<file path="src/rtl/inst_axi_bridge.sv">
// Read-only bridge from the IF-stage SRAM-like fetch port to an AXI read channel.
// Optional INST_BRIDGE_RRESP_CHECK_EN raises bus_err on delivered non-OKAY responses.
module inst_axi_bridge #(
  parameter logic [3:0]  AR_ID    = 4'd0,
  parameter int unsigned MAX_OUTS = 2
) (
  input  logic        clk,
  input  logic        reset,
  input  logic        inst_sram_req,
  input  logic        inst_sram_wr,
  input  logic [1:0]  inst_sram_size,
  input  logic [3:0]  inst_sram_wstrb,
  input  logic [31:0] inst_sram_addr,
  input  logic [31:0] inst_sram_wdata,
  output logic        inst_sram_addr_ok,
  output logic        inst_sram_data_ok,
  output logic [31:0] inst_sram_rdata,
  input  logic        flush,
  output logic [3:0]  arid,
  output logic [31:0] araddr,
  output logic [7:0]  arlen,
  output logic [2:0]  arsize,
  output logic [1:0]  arburst,
  output logic [1:0]  arlock,
  output logic [3:0]  arcache,
  output logic [2:0]  arprot,
  output logic        arvalid,
  input  logic        arready,
  input  logic [3:0]  rid,
  input  logic [31:0] rdata,
  input  logic [1:0]  rresp,
  input  logic        rlast,
  input  logic        rvalid,
  output logic        rready,
  output logic        bus_err
);

  typedef enum logic {AR_IDLE, AR_SEND} ar_state_t;

  localparam logic [1:0] OUTS_LIMIT = 2'(MAX_OUTS);

  ar_state_t  state, state_nxt;
  logic [1:0] outs_cnt, drop_cnt;
  logic       accept, r_hs, r_retire;

  assign arid    = AR_ID;
  assign arlen   = '0;
  assign arburst = 2'b01;
  assign arlock  = '0;
  assign arcache = '0;
  assign arprot  = '0;
  assign rready  = 1'b1;

  assign r_hs     = rvalid && rready;
  assign r_retire = r_hs && (outs_cnt != '0);
  assign accept   = !reset && (state == AR_IDLE) && inst_sram_req && !flush &&
                    (outs_cnt < OUTS_LIMIT);

  assign inst_sram_addr_ok = accept;
  assign inst_sram_rdata   = rdata;
  // A beat with nothing outstanding (e.g. left over from before a reset) is never delivered.
  assign inst_sram_data_ok = !reset && r_retire && (drop_cnt == '0) && !flush;

  always_ff @(posedge clk) begin
    if (reset) state <= AR_IDLE;
    else       state <= state_nxt;
  end

  always_comb begin
    state_nxt = state;
    arvalid   = 1'b0;
    case (state)
      AR_IDLE: if (accept) state_nxt = AR_SEND;
      AR_SEND: begin
        arvalid = 1'b1;
        if (arready) state_nxt = AR_IDLE;
      end
      default: state_nxt = AR_IDLE;
    endcase
  end

  always_ff @(posedge clk) begin
    if (reset) begin
      araddr <= '0;
      arsize <= '0;
    end else if (accept) begin
      araddr <= inst_sram_addr;
      arsize <= {1'b0, inst_sram_size};
    end
  end

  always_ff @(posedge clk) begin
    if (reset) begin
      outs_cnt <= '0;
    end else begin
      case ({accept, r_retire})
        2'b10:   outs_cnt <= outs_cnt + 2'd1;
        2'b01:   outs_cnt <= outs_cnt - 2'd1;
        default: outs_cnt <= outs_cnt;
      endcase
    end
  end

  // On flush every outstanding fetch is stale; the beat retiring this cycle is already gone.
  always_ff @(posedge clk) begin
    if (reset)                            drop_cnt <= '0;
    else if (flush)                       drop_cnt <= r_retire ? outs_cnt - 2'd1 : outs_cnt;
    else if (r_hs && (drop_cnt != '0))    drop_cnt <= drop_cnt - 2'd1;
  end

`ifdef INST_BRIDGE_RRESP_CHECK_EN
  assign bus_err = inst_sram_data_ok && (rresp != 2'b00);
  logic unused_inputs;
  assign unused_inputs = ^{inst_sram_wr, inst_sram_wstrb, inst_sram_wdata, rid, rlast};
`else
  assign bus_err = 1'b0;
  logic unused_inputs;
  assign unused_inputs = ^{inst_sram_wr, inst_sram_wstrb, inst_sram_wdata, rid, rlast, rresp};
`endif

endmodule

</file>
<file path="config.mk">
export PLATFORM = sky130hd
export DESIGN_NAME = inst_axi_bridge
export DESIGN_NICKNAME = d
export VERILOG_FILES = /design/src/rtl/inst_axi_bridge.sv
export SDC_FILE = /design/constraint.sdc
export NUM_CORES = 1
export LEC_CHECK = 0
export CAP_MARGIN = 10
export CORE_MARGIN = 3
export CORE_UTILIZATION = 32
export CTS_CLUSTER_DIAMETER = 200
export CTS_CLUSTER_SIZE = 8
export DETAILED_ROUTE_END_ITERATION = 12
export GPL_TIMING_DRIVEN = 1
export HOLD_SLACK_MARGIN = 0.02
export PLACE_DENSITY_LB_ADDON = 0.3
export SYNTH_ARGS = -nofsm -noshare
export SYNTH_HDL_FRONTEND = slang
export SYNTH_SLANG_ARGS = --single-unit
</file>
<file path="constraint.sdc">
create_clock -name clk -period 5.11 [get_ports clk]
set_input_delay 1.533 -clock clk [delete_from_list [all_inputs] [get_ports clk]]
set_output_delay 1.533 -clock clk [all_outputs]
set_load 0.005 [all_outputs]
</file>
==> metrics list, run 1 <==
- Starting density of the core: between 30% and 40%
* Detailed Place HPWL: 3.159 mm
- Synthesized cell area: 0.002072 mm²
* Setup repair after global routing missed its margin: no
- Via density per instance: 4.632
- CTS tree: yes
- Largest delay contributor family on the critical path: buffers and inverters
* Max Freq: 214.7 MHz
- Transition time of the tightest slew-check pin: 0.8160 ns
- Library cell appearing most often on the critical path: sky130_fd_sc_hd__clkdlybuf4s50_1
- Library cell with the highest instance count after synthesis: sky130_fd_sc_hd__buf_4
* TritonCTS sink count: 39
* Cell-by-cell trace of the critical path: clkdlybuf4s50_1 > nor4_4 > nand2_4 > inv_1 > clkdlybuf4s50_1
- After detailed routing, the number of remaining DRC violations is 0.
- For the worst-skew pair, the clock arrives at the later sink with an insertion delay of 0.29 ns.
* Final global-route overflow total: 0
* Vertical die dimension: 86.47 µm
- Counting instances, the worst hold path has a depth of 1.
- For this run, the register share of the synthesized area comes to 37.68%.
- Via count: 1575
- Proportion of layout cells with a drive suffix above 1: 8.679%
- Post-CTS setup buffers: 0
- Summed over all cells, the static leakage comes to ~1.1 nW.
* Ant diodes: 0
- The worst pin sits at a relative slew slack of a little under half.
- For this run, the post-layout net count is 383.
- For this design the ratio of total power to cell area is 344.3 mW/mm².
* First-pass GRT wire length: 6.975 mm
- Worst-case clock skew: 0.007695 ns
* Count of buffer and inverter cells on the critical path: 3
- From left edge to right edge, the die measures 86.47 µm.
- Total global routing track utilization: a little under an eighth
- After the first detailed-routing iteration, the DRC count stood at 66.
- Via count of the first global-routing pass: around 1500
- Depth of the CTS H-tree: 2
* Endpoint arrival time on the critical path: 3.12 ns
- Clock root buffer: sky130_fd_sc_hd__clkbuf_8
* Worst voltage drop across the vdd grid: 0.1697 mV
* Final worst path period share: 91.13%
* Cell count after synthesis: between 200 and 250
- Post-placement cell count: 332
- Post-detailed-route wirelength per cell: roughly 13 µm
- The final layout contains routed wiring with a total length of 4.512 mm.
- Ranking of synthesized cells by instance count: 58 x sky130_fd_sc_hd__buf_4, 39 x sky130_fd_sc_hd__dfxtp_1, 21 x sky130_fd_sc_hd__and3_1
- Worst setup SP type: input port
* Std cell rows: 28
* Final Setup Violations: 0
* Number of maximum-capacitance violations: 0
- Die area: between 0.007 and 0.008 mm²
- In this run the remaining antenna-violating nets after routing total 0.
- Among all stages on the critical path, the largest delay is contributed by sky130_fd_sc_hd__clkdlybuf4s50_1.
- Post-layout min period: 4.657 ns
* Number of gates resized after cts: 0
- STA classifies the critical path endpoint as an output port.
- For this run, the slowest stage of the critical path takes ~0.56 ns.
* Area Growth Syn to Fin: 28.02%
- The longest clock path from root to sink contains 2 buffers.
- Dominant synthesized flop cell: sky130_fd_sc_hd__dfxtp_1
* Number of antenna violations at the first check in global routing: 0
* Synthesized area divided by synthesized cell count: 9.128 µm²
- Result of the run: completed
* Min-delay worst type: flop to flop
* Top cell type by total area after synthesis: sky130_fd_sc_hd__dfxtp_1
* Iteration count of the initial detailed-routing pass: 4
- # IOs: 211
* Post-Route Setup TNS: 0 ns
- Hold is met by 0.4769 ns.
- Total Power: 0.9131 mW
- Crit path max fanout: 7
* Area fraction of the dominant cell type after synthesis: 37.68%
* Cell types with the largest area share after synthesis: sky130_fd_sc_hd__dfxtp_1 38%, sky130_fd_sc_hd__buf_4 21%, sky130_fd_sc_hd__and3_1 6.3%, sky130_fd_sc_hd__a31o_1 5.5%, sky130_fd_sc_hd__o211ai_1 5.1%
- PortBufs: 76
* Critical Setup Path Class: input port to output port
* Largest net degree at the start of global routing: 51
- The core region is between 0.006 and 0.007 mm².
* FF-to-FF path depth: 6
- Number of synthesized register bits: 39
- The count of final max-slew check failures was 0.
- Clock input transition at the sequential cells of the worst setup and hold paths: 0.08 ns
* Clock buffers created by TritonCTS: 5
* Number of flops mapped to enable cells by yosys: 0
* Async SR Flop Fraction: 0%
* Data required time at the worst endpoint: 3.58 ns
* Library cells used by synthesis: 28
* Layout Cells excl Fill: 340
- During synthesis, Yosys emitted a total of 0 warnings.
- Instance count on the critical path: 5
* Gpl congestion: 0.7183
- The final hold violation count was 0.
- The number of hold buffers added after CTS was 0.
==> logic make-up (layout without fill, tap and decap cells) <==
| family | Yosys count | count (layout) | share of synthesized area, % |
|---|---|---|---|
| multiplexers | 2 | 2 | 1.027 |
| buffers and inverters | 80 | 94 | 26.69 |
| other | 2 | 26 | 0.3625 |
| XOR/XNOR | 4 | 4 | 1.691 |
| AO/OA/AOI/OAI | 52 | 52 | 18.36 |
| flip-flops | 39 | 39 | 37.68 |
| adder cells (fa/ha/maj) | 3 | 3 | 1.812 |
| AND/OR/NAND/NOR | 45 | 45 | 12.38 |
==> cell usage in the layout, fill, tap and decap left out, drive strengths merged <==
cell | Yosys | routed
mux2i | 1 | 1
or3b | 1 | 1
clkinvlp | 0 | 1
inv | 6 | 6
xor2 | 2 | 2
mux2 | 1 | 1
o21ai | 15 | 15
nor2b | 2 | 2
nand2 | 17 | 17
clkdlybuf4s50 | 0 | 76
dfxtp | 39 | 39
a211oi | 1 | 1
buf | 64 | 4
o211ai | 14 | 14
and3 | 21 | 21
o2bb2ai | 2 | 2
nor2 | 3 | 3
conb | 2 | 26
a31o | 20 | 20
xnor2 | 2 | 2
clkbuf | 10 | 5
ha | 3 | 3
nor4 | 1 | 1
bufinv | 0 | 2
==> per-layer routing <==
metal,up-vias,wire length [µm],part of all wire (%),GRT usage [%]
li1,769,-,-,-
met1,712,1839,41,13.26
met2,84,2107,47,19.33
met3,10,531,12,5.798
met4,0,34,0.75,2.833
met5,-,0,0,0
==> path summary, 6_finish.rpt <==
| kind | slack [ns] | to | startpoint |
|---|---|---|---|
| setup reg to reg | 3.36 | outs_cnt[0]$_SDFFE_PP0P_ | outs_cnt[1]$_SDFFE_PP0P_ |
| hold / removal | 0.48 | araddr[13]$_SDFFE_PP0P_ | araddr[13]$_SDFFE_PP0P_ |
| hold reg to reg | 0.48 | araddr[13]$_SDFFE_PP0P_ | araddr[13]$_SDFFE_PP0P_ |
| setup / recovery | 0.45 | inst_sram_addr_ok | flush |
==> worst register-to-register path, cell delays in order (launching register included) <==
cell	delay, ns
sky130_fd_sc_hd__dfxtp_1	0.34
sky130_fd_sc_hd__nor4_4	0.35
sky130_fd_sc_hd__nand2_4	0.07
sky130_fd_sc_hd__buf_4	0.26
sky130_fd_sc_hd__ha_1	0.39
sky130_fd_sc_hd__xor2_1	0.17
sky130_fd_sc_hd__nor2_1	0.05
==> flip-flops by register name (all words and copies together), names as in the netlist <==
register	count
araddr	32
arsize	2
drop_cnt	2
outs_cnt	2
state	1
==> power breakdown <==
group / switching, mW / internal, mW / total (mW)
registers: 0.0210 / 0.340 / 0.361
logic: 0.111 / 0.136 / 0.247
clock network: 0.110 / 0.195 / 0.305
==> metrics by stage <==
stage / area (µm²) / setup WS [ns] / util, %
2_1_floorplan: 2162 / 1.231 / -
5_1_grt: 2653 / 0.3330 / 43.51
4_1_cts: 2653 / 0.4160 / 43.51
3_3_place_gp: 2516 / 0.4239 / 41.28
6_report: 2653 / 0.4534 / 43.51
3_5_place_dp: 2516 / 0.4171 / 41.28
==> area by class of cell <==
cell class	instances	area (µm²)
fill	612	3443
multi-input combinational	132	828.3
timing repair buffer	80	790.8
sequential	39	780.7
tap	75	93.84
clock buffer	5	68.82
clock inverter	3	67.56
inverter	6	22.52
(Power assumes the default switching activity.)
==> run 2, diff against run 1 <==
- GPL_TIMING_DRIVEN: 1 -> 0
==> metrics list, run 2 (synthesized netlist as in run 1, its figures left out) <==
- Number of antenna violations at the first check in global routing: 0
* Post-layout net count: slightly below 500
* Proportion of power drawn by combinational gates: between 30% and 40%
- Number of gates resized after cts: 0
- Counting the buffers created by CTS gives 5.
- The die is 86.47 µm wide.
* Internal portion of total power: 0.6912 mW
- Remaining number of nets flagged by the antenna check after routing: 0
- Data required time at the worst endpoint: 3.58 ns
- The floorplan step defined a die boundary enclosing 0.007476 mm².
* Iteration count of the initial detailed-routing pass: 4
- In this run the power spent charging and discharging nets is roughly 0.26 mW.
- Max Slew Vio Count: 0
* Power density of the placed cells: 274.9 mW/mm²
* Max Freq: 202.1 MHz
* Min setup slack post-route: 0.1609 ns
* Clock input transition at the sequential cells of the worst setup and hold paths: 0.08 ns
- Input and output buffers added on the ports amount to between 100 and 150.
- Register with the highest flop count: araddr
- The first global-routing pass estimated 8.397 mm of wire.
- The total overflow left after global routing is 0.
- Pleak: about 1.5 nW
- Drt initial violations: 36
- The critical path starts at reset.
- OpenSTA, run right after detailed placement, puts the worst setup slack at 0.1389 ns.
- Crit path max fanout: 10
- Worst voltage drop across the vdd grid: 0.1707 mV
* Start of the worst register-to-register path: outs_cnt[1]$_SDFFE_PP0P_
* Commonest non-fill, non-tap cell in the layout: sky130_fd_sc_hd__clkdlybuf4s50_1
- Entering global routing, the biggest net connects 13 pins.
- Summed over all nets, the half-perimeter wirelength after detailed placement is 4.362 mm.
- During I/O placement, the number of pins put on the boundary was roughly 210.
- In this run the deepest clock path goes through 2 buffers.
* Result of the run: completed
- The core region is 0.006096 mm².
- Endpoint arrival time on the critical path: approximately 3.4 ns
- STA classifies the critical path startpoint as an input port.
- Setup slack on the worst reg-to-reg path comes out at between 3 and 4 ns.
- Via count of the first global-routing pass: around 1900
- Clock root buffer: sky130_fd_sc_hd__clkbuf_8
* Share of total power consumed by net switching: 27.02%
- The number of antenna diodes in the final layout is 0.
* Proportion of layout cells with a drive suffix above 1: 23.22%
* Final Setup Violations: 0
- The routed layout has 1946 vias.
- Number of maximum-capacitance violations: 0
* Post-detailed-route wirelength per cell: 12.59 µm
- For this run, the total global-route usage over all layers was measured as 13.92%.
* Critical Path Sink: inst_sram_addr_ok
- From synthesis to final layout, the design area changed by 66.24%.
- Dividing the final minimum period by the clock period gives ~97%.
* Post-layout util: a little under three fifths
- Vertical die dimension: 86.47 µm
- The clock reaches the later pin of the worst-skew pair after about 0.29 ns.
- In this run, the clock network consumes 27.8% of the power.
- Starting density of the core: 33.99%
- FF-to-FF path depth: 6
- In this run the critical register-to-register path is captured at outs_cnt[0]$_SDFFE_PP0P_.
- In this run, flip-flops and latches consume 38.3% of the power.
* Post-CTS setup buffers: 0
* Depth of the CTS H-tree: 2
- After detailed routing, the number of remaining DRC violations is 0.
- Min-delay worst type: flop to flop
* Post-Route Setup TNS: 0 ns
* Via density per instance: roughly 4.4
- Worst-case clock skew: 0.002137 ns
* CTS tree: yes
* Critical Setup Path Class: input port to output port
* TritonCTS sink count: 39
- The worst path needs 4.949 ns of the cycle, external delays included.
* Max FFs per register: 32
- The final hold violation count is 0.
* Hold buffer count at cts: 0
- The worst setup path is captured at an output port.
* Highest-count cells in the layout ignoring fill and taps: 107 x sky130_fd_sc_hd__clkdlybuf4s50_1, 58 x sky130_fd_sc_hd__buf_4, 39 x sky130_fd_sc_hd__dfxtp_1
- Gpl congestion: 0.7543
- DRT Wirelength: 5.551 mm
- The floorplan has 28 rows.
- Setup repair after global routing left no endpoint under its margin.
[run 2: critical path, cell delays in order]
cell and delay [ns]:
sky130_fd_sc_hd__clkdlybuf4s50_1 0.54, sky130_fd_sc_hd__nor4_4 0.37, sky130_fd_sc_hd__nand2_4 0.16, sky130_fd_sc_hd__buf_2 0.23
sky130_fd_sc_hd__inv_1 0.09, sky130_fd_sc_hd__clkdlybuf4s50_1 0.49
[run 2: metrics by stage]
step | hold WS (ns) | std cells | cell area, µm² | power [mW]
floorplan | 0.4731 | 251 | 2162 | 0.5537
global placement | 0.4556 | 433 | 3327 | 0.6846
detailed placement | 0.4638 | 433 | 3327 | 0.6928
CTS | 0.4825 | 441 | 3445 | 0.9628
global route | 0.5023 | 441 | 3445 | 1.012
finish | 0.4767 | 441 | 3445 | 0.9471
[run 2: routing by layer]
metal | GRT usage, % | wire length (µm) | vias to the layer above
met1 | 15.67 | 2254 | 865
met3 | 5.513 | 725 | 5
met4 | 3.966 | 43 | 0
li1 | - | - | 970
met2 | 24.27 | 2528 | 106
met5 | 0 | 0 | -
[run 2: worst min-delay path by stage]
| stage | from | to | slack, ns | cells after the start |
|---|---|---|---|---|
| 4_1_cts | araddr[22]$_SDFFE_PP0P_ | araddr[22]$_SDFFE_PP0P_ | 0.48 | 1 |
| 5_1_grt | araddr[14]$_SDFFE_PP0P_ | araddr[14]$_SDFFE_PP0P_ | 0.50 | 1 |
| 6_report | araddr[22]$_SDFFE_PP0P_ | araddr[22]$_SDFFE_PP0P_ | 0.48 | 1 |
| 2_1_floorplan | araddr[0]$_SDFFE_PP0P_ | araddr[0]$_SDFFE_PP0P_ | 0.47 | 1 |
| 3_5_place_dp | araddr[22]$_SDFFE_PP0P_ | araddr[22]$_SDFFE_PP0P_ | 0.46 | 1 |
| 3_3_place_gp | araddr[1]$_SDFFE_PP0P_ | araddr[1]$_SDFFE_PP0P_ | 0.46 | 1 |
[run 2: cell type report]
cell class | count | area (µm²)
buffer | 74 | 530.5
clock buffer | 6 | 82.58
clock inverter | 2 | 35.03
fill | 580 | 2651
inverter | 6 | 22.52
multi-input combinational | 132 | 828.3
sequential | 39 | 780.7
tap | 75 | 93.84
timing repair buffer | 107 | 1071
[run 2: power groups by stage]
stage | Sequential [mW] | Clock (mW) | Combinational (mW)
2_1_floorplan | 0.369 | 0 | 0.185
3_3_place_gp | 0.368 | 0 | 0.317
3_5_place_dp | 0.370 | 0 | 0.323
4_1_cts | 0.363 | 0.275 | 0.325
5_1_grt | 0.367 | 0.290 | 0.355
6_report | 0.363 | 0.264 | 0.321
==> run 3, diff against run 2 <==
- CELL_PAD_IN_SITES_DETAIL_PLACEMENT: default -> 1
- CELL_PAD_IN_SITES_GLOBAL_PLACEMENT: default -> 1
- CORE_UTILIZATION: 32 -> 17
- GPL_ROUTABILITY_DRIVEN: default -> 1
- clock period: 5.11 -> 4.43 ns (I/O delays scaled with it)
==> metrics list, run 3 (synthesized netlist as in run 1, its figures left out) <==
* Delay contributed by the slowest stage of the critical path: 0.53 ns
- The internal power of the cells totals ~0.82 mW.
- Traced cell by cell, the critical path runs through dlygate4sd2_1 > nor4_4 > nand2_4 > buf_2 > inv_1 > clkdlybuf4s50_1.
- Post-layout net count: 485
- Clock buffers created by TritonCTS: 5
- Wires add up to 7.031 mm.
- Type of element capturing the critical path: output port
* Crit path max fanout: 10
- In this run the vertical extent of the chip is about 120 µm.
- Placed instance area: ~0.0034 mm²
- At the worst endpoint, the required time is approximately 3.1 ns.
- Starting density of the core: 17.77%
* Worst setup SP type: input port
- After layout, the worst path uses 97.71% of the clock period.
- Summed over all cells, the static leakage comes to 1.549 nW.
* Endpoint arrival time on the critical path: roughly 3.0 ns
- Setup repair after global routing left no endpoint under its margin.
* Largest net degree at the start of global routing: 11
- Row generation in the floorplan step produced 39 rows.
* Proportion of layout cells with a drive suffix above 1: about 23%
* Drt initial violations: 62
- Via density per instance: 3.941
* Horizontal die dimension: 116.4 µm
- Commonest non-fill, non-tap cell in the layout: sky130_fd_sc_hd__clkdlybuf4s50_1
- Highest-count cells in the layout ignoring fill and taps: 106 x sky130_fd_sc_hd__clkdlybuf4s50_1, 59 x sky130_fd_sc_hd__buf_4, 39 x sky130_fd_sc_hd__dfxtp_1
- Final global-route overflow total: 0
- For the final database, setup skew stands at ~0.0036 ns.
- Of the total power, the share spent switching nets is between 20% and 30%.
- Final Setup Violations: 0
* Result of the run: completed
- # IOs: 211
- The final hold violation count came to 0.
- Area Growth Syn to Fin: 71.20%
- Layout Cells excl Fill: 508
- Ant diodes: 0
- Register with the highest flop count: araddr
- In the final timing run, aggregate negative setup slack is 0 ns.
- Post-placement cell count: 501
- Post-detailed-route wirelength per cell: 13.84 µm
- The layout has between 1000 and 1500 filler cells.
- The congestion estimate from routability-driven global placement came to 0.6912.
* Via count of the first global-routing pass: about 2100
- IR analysis of the VDD net gives a maximum drop of 0.1129 mV.
- In this run the power spent charging and discharging nets is 0.3173 mW.
- For this design, the slowest cell found on the critical path is sky130_fd_sc_hd__clkdlybuf4s50_1.
- Detailed placement finished with a half-perimeter wire length of 5.584 mm.
- Via count: 2002
- Proportion of power drawn by combinational gates: 33.7%
* Total global routing track utilization: around 10%
* Clock root buffer: sky130_fd_sc_hd__clkbuf_16
- Sequential cells account for 36.8% of the total power.
- Transition time of the tightest slew-check pin: 0.5219 ns
- The path class of the tightest hold or removal check is flop to flop.
* CTS tree: yes
- The number of antenna violations at the first check in global routing is 0.
- Number of maximum-capacitance violations: 0
- Once layout is complete, the utilization of the core stands at between 30% and 40%.
- After detailed routing, the number of remaining DRC violations is 0.
- The total area inside the core boundary comes to about 0.012 mm².
- Worst-skew pair later-pin latency: ~0.27 ns
- Post-route design area: approximately 0.0035 mm²
* Max FFs per register: 32
* Hold buffer count at cts: 0
* Total area of sequential cells: about 780 µm²
* PortBufs: 107
- Maximum number of buffers from clock root to sink: 2
- In this run the number of H-tree levels came out at 2.
- In this run the tightest slew margin relative to its limit is 65.21%.
* Clk pwr share: roughly 30%
- The worst setup path is of the input port to output port kind.
* Post-layout min period: 4.328 ns
- Die area: 0.01355 mm²
* Clock input transition at the sequential cells of the worst setup and hold paths: around 0.060 ns
* TritonCTS sink count: 39
- Max Slew Vio Count: 0
* Power density of the placed cells: 320.6 mW/mm²
- The first TritonRoute pass finished after 4 iterations.
* First-pass GRT wire length: ~11 mm
- The count of nets left with antenna violations once routing finished came out at 0.
- Max Freq: between 200 and 250 MHz
- In the final layout, the multi-input gates occupy 828.3 µm².
run 3: changes by cell type in the layout (fill, tap and decap cells not counted):
cell and delta:
sky130_fd_sc_hd__bufinv_16 -1, sky130_fd_sc_hd__dlygate4sd2_1 +1, sky130_fd_sc_hd__clkdlybuf4s50_1 -1, sky130_fd_sc_hd__clkbuf_16 +5
sky130_fd_sc_hd__clkbuf_1 +1, sky130_fd_sc_hd__buf_4 +1, sky130_fd_sc_hd__clkbuf_8 -6, sky130_fd_sc_hd__clkinv_2 -1
run 3: critical path, delay by kind of cell:
kind,cells,cell delay [ns]
simple gates,2,0.51
buf+inv,4,1.16
run 3: what timing repair did:
item	CTS	global route
buffers inserted	1	0
resized for setup	1	0
setup endpoints to repair	1	0
run 3: area by class of cell:
class | instances | area share (%)
Buffer | 74 | 14.96
Clock buffer | 6 | 3.633
Inverter | 6 | 0.6349
Multi-Input combinational cell | 132 | 23.35
Sequential cell | 39 | 22.01
Tap cell | 143 | 5.044
Timing Repair Buffer | 108 | 30.37
run 3: per-stage QoR:
| stage | total power [mW] | setup slack, ns | hold WS [ns] |
|---|---|---|---|
| CTS | 1.160 | 0.08211 | 0.4808 |
| finish | 1.137 | 0.1015 | 0.4734 |
| floorplan | 0.6387 | 0.9586 | 0.4731 |
| detailed placement | 0.8124 | -0.1619 | 0.4654 |
| global placement | 0.7975 | -0.1783 | 0.4564 |
| global route | 1.225 | 0.01799 | 0.5023 |
run 3: final timing paths:
check	start	to	slack [ns]	depth (start not counted)
setup / recovery	reset	inst_sram_addr_ok	0.10	6
hold / removal	araddr[3]$_SDFFE_PP0P_	araddr[3]$_SDFFE_PP0P_	0.47	1
setup reg to reg	outs_cnt[1]$_SDFFE_PP0P_	outs_cnt[1]$_SDFFE_PP0P_	2.63	5
hold reg to reg	araddr[3]$_SDFFE_PP0P_	araddr[3]$_SDFFE_PP0P_	0.47	1
run 3: power groups by stage:
stage,Sequential [mW],Clock (mW),Combinational (mW)
after floorplan,0.425,0,0.213
after global placement,0.425,0,0.372
after detailed placement,0.427,0,0.385
after CTS,0.420,0.352,0.388
after global routing,0.425,0.370,0.430
final,0.419,0.336,0.383
run 3: layer usage:
layer	wire length (µm)	up-vias	track usage, %
met5	0	-	0
met1	2811	926	11.55
met2	3566	100	18.00
met4	86	0	3.094
li1	-	972	-
met3	567	4	2.642
